[src/rtl/mc_store_tracker.sv]
// mc_store_tracker
//   Store-completion tracker for the memory controller. Counts stores
//   announced by per-basic-block control tokens, retires one per write-arbiter
//   completion pulse, and emits the memory-end token once the function-exit
//   token has been seen and every announced store has been issued.
//
// Ports
//   clk, rst        clock, asynchronous active-high reset
//   ctrl            NUM_CTRL store-count tokens, channel i at [i*CTRL_WIDTH +: CTRL_WIDTH]
//   ctrl_valid      per-channel token valid
//   ctrl_ready      per-channel token ready (all ones unless DONE)
//   store_done      one-cycle completion pulses, one bit per store port
//   end_valid       function-exit token valid
//   end_ready       function-exit token ready (RUN only)
//   mem_end_valid   memory-end token valid (DONE only)
//   mem_end_ready   memory-end token ready
//   pending         current pending-store counter
//   underflow       sticky: completions exceeded announced stores
module mc_store_tracker #(
  parameter int NUM_CTRL    = 2,
  parameter int CTRL_WIDTH  = 32,
  parameter int NUM_STORES  = 2,
  parameter int COUNT_WIDTH = 32
) (
  input  logic                           clk,
  input  logic                           rst,
  input  logic [NUM_CTRL*CTRL_WIDTH-1:0] ctrl,
  input  logic [NUM_CTRL-1:0]            ctrl_valid,
  output logic [NUM_CTRL-1:0]            ctrl_ready,
  input  logic [NUM_STORES-1:0]          store_done,
  input  logic                           end_valid,
  output logic                           end_ready,
  output logic                           mem_end_valid,
  input  logic                           mem_end_ready,
  output logic [COUNT_WIDTH-1:0]         pending,
  output logic                           underflow
);

  typedef enum logic [1:0] {RUN, DRAIN, DONE} state_t;

  state_t                 state;
  logic [COUNT_WIDTH-1:0] counter;
  logic [NUM_CTRL-1:0]    ctrl_hs;
  logic                   any_ctrl;
  logic [COUNT_WIDTH-1:0] acc;
  logic [COUNT_WIDTH-1:0] done_cnt;
  logic [COUNT_WIDTH-1:0] counter_next;
  logic [COUNT_WIDTH:0]   credit;
  logic                   underflow_now;

  function automatic logic [COUNT_WIDTH-1:0] count_ones(input logic [NUM_STORES-1:0] v);
    logic [COUNT_WIDTH-1:0] n;
    n = '0;
    for (int i = 0; i < NUM_STORES; i++)
      n = n + COUNT_WIDTH'(v[i]);
    return n;
  endfunction

  // Every valid channel is taken in the same cycle; no arbitration.
  assign ctrl_hs  = ctrl_valid & ctrl_ready;
  assign any_ctrl = |ctrl_hs;

  always_comb begin
    acc = '0;
    for (int i = 0; i < NUM_CTRL; i++)
      if (ctrl_hs[i])
        acc = acc + COUNT_WIDTH'(ctrl[i*CTRL_WIDTH +: CTRL_WIDTH]);
  end

  assign done_cnt      = count_ones(store_done);
  assign counter_next  = counter + acc - done_cnt;
  // One extra bit so the underflow test is done without wrap-around.
  assign credit        = {1'b0, counter} + {1'b0, acc};
  assign underflow_now = credit < {1'b0, done_cnt};

  assign pending = counter;

  // Handshake outputs are flops updated together with the state so they are
  // never decoded from inputs.
  always_ff @(posedge clk or posedge rst) begin
    if (rst) begin
      state         <= RUN;
      counter       <= '0;
      underflow     <= 1'b0;
      mem_end_valid <= 1'b0;
      end_ready     <= 1'b1;
      ctrl_ready    <= '1;
    end else begin
      counter <= counter_next;
      if (underflow_now)
        underflow <= 1'b1;
      case (state)
        RUN: begin
          if (end_valid) begin
            state     <= DRAIN;
            end_ready <= 1'b0;
          end
        end
        DRAIN: begin
          // A token announced in the final cycle keeps us draining.
          if (counter_next == '0 && !any_ctrl) begin
            state         <= DONE;
            mem_end_valid <= 1'b1;
            ctrl_ready    <= '0;
          end
        end
        DONE: begin
          if (mem_end_ready) begin
            state         <= RUN;
            mem_end_valid <= 1'b0;
            end_ready     <= 1'b1;
            ctrl_ready    <= '1;
          end
        end
        default: begin
          state         <= RUN;
          mem_end_valid <= 1'b0;
          end_ready     <= 1'b1;
          ctrl_ready    <= '1;
        end
      endcase
    end
  end

endmodule

[config.mk]
export PLATFORM = sky130hd
export DESIGN_NAME = mc_store_tracker
export DESIGN_NICKNAME = d
export VERILOG_FILES = /design/src/rtl/mc_store_tracker.sv
export SDC_FILE = /design/constraint.sdc
export NUM_CORES = 1
export LEC_CHECK = 0
export BUFFER_PORTS_ARGS = -buffer_cell sky130_fd_sc_hd__buf_4
export CAP_MARGIN = 20
export CORE_MARGIN = 2
export CORE_UTILIZATION = 45
export DETAILED_ROUTE_END_ITERATION = 12
export PLACE_DENSITY = 0.68
export SYNTH_ARGS = -nofsm -noshare
export SYNTH_HDL_FRONTEND = slang
export SYNTH_SLANG_ARGS = --single-unit
[constraint.sdc]
create_clock -name clk -period 10.9 [get_ports clk]
set_input_delay 2.18 -clock clk [delete_from_list [all_inputs] [get_ports clk]]
set_output_delay 2.18 -clock clk [all_outputs]
set_load 0.005 [all_outputs]
==> summary.txt <==
Post-Synth Adder-Cell Area -> 0.200
status -> finished clean
Fmax achieved -> 0.112 GHz
EDFF count, synth -> 0
initial antenna violation count -> 0
crit path time final -> 8.93 ns
Fill cells -> 1750
CP startpoint kind -> input pin
Seq/Total Area, Yosys -> 0.118
worst min-delay path category -> register to register
yosys warns -> 0
H-tree depth -> 2
relative slew slack -> 0.418
post_cts resized -> 0
Max-cap violations -> 0
WS Path Type -> input pin to register
total die area -> 19000 sq um
PwrDens -> 255 nW/um^2
CP dominant cell by count -> inv_1
Post-synth ARST share -> 1.00
clock sinks -> 38
Hold Path Sink -> underflow
NetSw -> 1250 uW
WL final -> 25900 um
top post-synthesis cells by area -> ha_1 18%, dfrtp_1 11%, inv_1 7.0%
met3 Usage GRT -> 0.0140
hold path cells -> 1
post-synth top area share -> 0.179
layout cell share with drive strength beyond 1 -> 0.113
max-slew violations -> 0
Seq pwr share -> 0.133
critical path capture point type -> register
average routed wire per standard cell -> 18.1 um
final period utilization -> 0.819
worst path bufs/invs -> 5
first-pass GRT wire length -> 41100 um
core area -> 17400 sq um
Vias -> 8541
Die Span Y -> 138 um
final core utilization -> 0.525
Overall Global Routing Usage -> 0.275
switching portion of total power -> 0.538
most frequent cell after synthesis -> inv_1
Main synth FF type -> dfrtp_1
Final TNS setup -> 0 ns
Final #Nets -> 1394
vias per inst -> 5.98
sequential cell area -> 953 sq um
largest net degree at the start of global routing -> 44
mux contribution to synthesized area -> 0.00652
met1 usage -> 0.421
largest family of logic cells by synthesized area -> compound AO/OA/AOI/OAI gates
R2R setup slack -> 3.19 ns
syn_nets -> 1321
crit path DAT -> 9.15 ns
worst reg2reg path depth -> 28
Final Hold Vio Count -> 0
top post-synthesis cells by count -> 150 x inv_1, 115 x ha_1, 93 x nand2_1, 83 x a21oi_1, 81 x nor2_1
number of remaining DRC errors -> 0
CTS max path bufs -> 2
RSZ-0062 raised after global routing -> false
Detailed Routing Iterations Pass 1 -> 5
CTS Buf Count -> 5
Worst Skew -> 0.00640 ns
number of port buffers -> 108
gate count of the mapped netlist -> 1130
final setup vio count -> 0
Yosys reg bits -> 38
Non-Filler Instances -> 1429
area grow syn2layout -> 13.4%
root buffer cell -> clkbuf_16
slowest stage cell, crit path -> a21oi_1
Cell Int Power -> 1070 uW
xor/xnor cell area share of the yosys netlist -> 0.0859
biggest area consumer among synthesized cells -> ha_1
setup bufs post-CTS -> 0
post-synthesis compound-gate area fraction -> 0.303
Worst-Skew Late Latency -> 0.29 ns
diode count -> 0
hold_buf cts -> 0
ANT nets after route -> 0
Clk pin slew, worst setup/hold paths -> 0.06 ns
post-layout power -> 2330 uW
GRT overflow -> 0
Max VDD drop -> 0.196 mV
starting density of the core -> 0.463
crit-path max cell delay -> 0.47 ns
placed instance count -> 1421
# rows -> 48
grt peak-use layer -> met2
Critical Path RT -> 11.12 ns
die width -> 138 um
CTS tree -> built
mapped cell area -> 8060 sq um
clock share of power -> 0.072
Post-Synth Simple-Gate Area -> 0.193
worst hold start -> underflow
vias in the first global route -> 7865
Worst Path Max Fanout -> 17
Gate power share -> 0.795
DP HPWL -> 21200 um
Least-Margin Pin Slew -> 0.871 ns
reg2reg end -> ctrl_ready[0]
Lkg Pwr -> 0.00444 uW
CP top delay family -> simple AND/OR/NAND/NOR gates
R2R Path Start -> ctrl_ready[0]
area of the multi-input gates -> 6350 sq um
syn_area_per_cell -> 7.13 sq um
RD Place Congestion -> 0.988
routing usage on met2 -> 0.425
Iteration-0 DRC Markers -> 708
Synth cell types -> 73
Ports -> 109
## power by group through the flow
stage               Sequential (uW)  Combinational (uW)  Clock (uW)
detailed placement              309                1810           0
CTS                             307                1830         172
floorplan                       278                1320           0
finish                          310                1850         168
global route                    316                2050         177
global placement                311                1810           0
## metal layers
layer / vias to the layer above / wire length (um)
li1: 4182 / -
met4: 0 / 395
met5: - / 0
met1: 4012 / 12700
met3: 27 / 1740
met2: 320 / 11100
## worst max path at each step
stage	startpoint	to	slack [ns]	cells past startpoint
finish	ctrl_valid[0]	ctrl_ready[0]	1.97	31
global route	ctrl_valid[0]	ctrl_ready[0]	1.41	32
CTS	ctrl_valid[0]	ctrl_ready[0]	2.06	31
detailed placement	ctrl_valid[0]	ctrl_ready[0]	1.78	31
global placement	ctrl_valid[0]	ctrl_ready[0]	1.94	31
floorplan	ctrl_valid[0]	ctrl_ready[0]	1.75	36
## state kept, by name, summed over array words and instances, names as in the netlist
name	flops
ctrl_ready	1
end_ready	1
mem_end_valid	1
pending	32
state	2
underflow	1
## through the flow
step / instance area (sq um) / hold slack [ns] / setup WS [ns]
after detailed placement: 8970 / 0.465 / 1.78
after CTS: 9140 / 0.479 / 2.06
after floorplan: 8060 / 0.460 / 1.75
after global routing: 9140 / 0.493 / 1.41
after global placement: 8970 / 0.459 / 1.94
final: 9140 / 0.469 / 1.97
## area by class of cell
class,instances,share of cell area
multi-input combinational,898,0.695
tap,225,0.0308
clock inverter,3,0.00438
inverter,150,0.0616
clock buffer,5,0.0137
sequential,38,0.104
timing repair buffer,110,0.0903
## placed cells by master, fill, tap and decap left out, types with 14 or more instances in the layout
cell	count
a211oi_1	17
a21o_1	39
a21oi_1	83
and2_1	14
buf_4	110
dfrtp_1	36
ha_1	115
inv_1	150
nand2_1	93
nand2b_1	14
nand3_1	20
nand4_1	15
nor2_1	81
nor3_1	22
o21a_1	17
o21ai_0	71
o21bai_1	16
o22ai_1	17
o31ai_1	14
xnor2_1	52
xor2_1	27
## cells by family (layout without fill, tap and decap cells)
logic type,after synthesis,count (layout)
xor+xnor,79,79
buf+inv,194,268
compound gates,367,367
flops,38,38
simple gates,319,319
mux,5,5
fa+ha+maj,128,128
No activity file was read; power rests on OpenSTA's default activity.
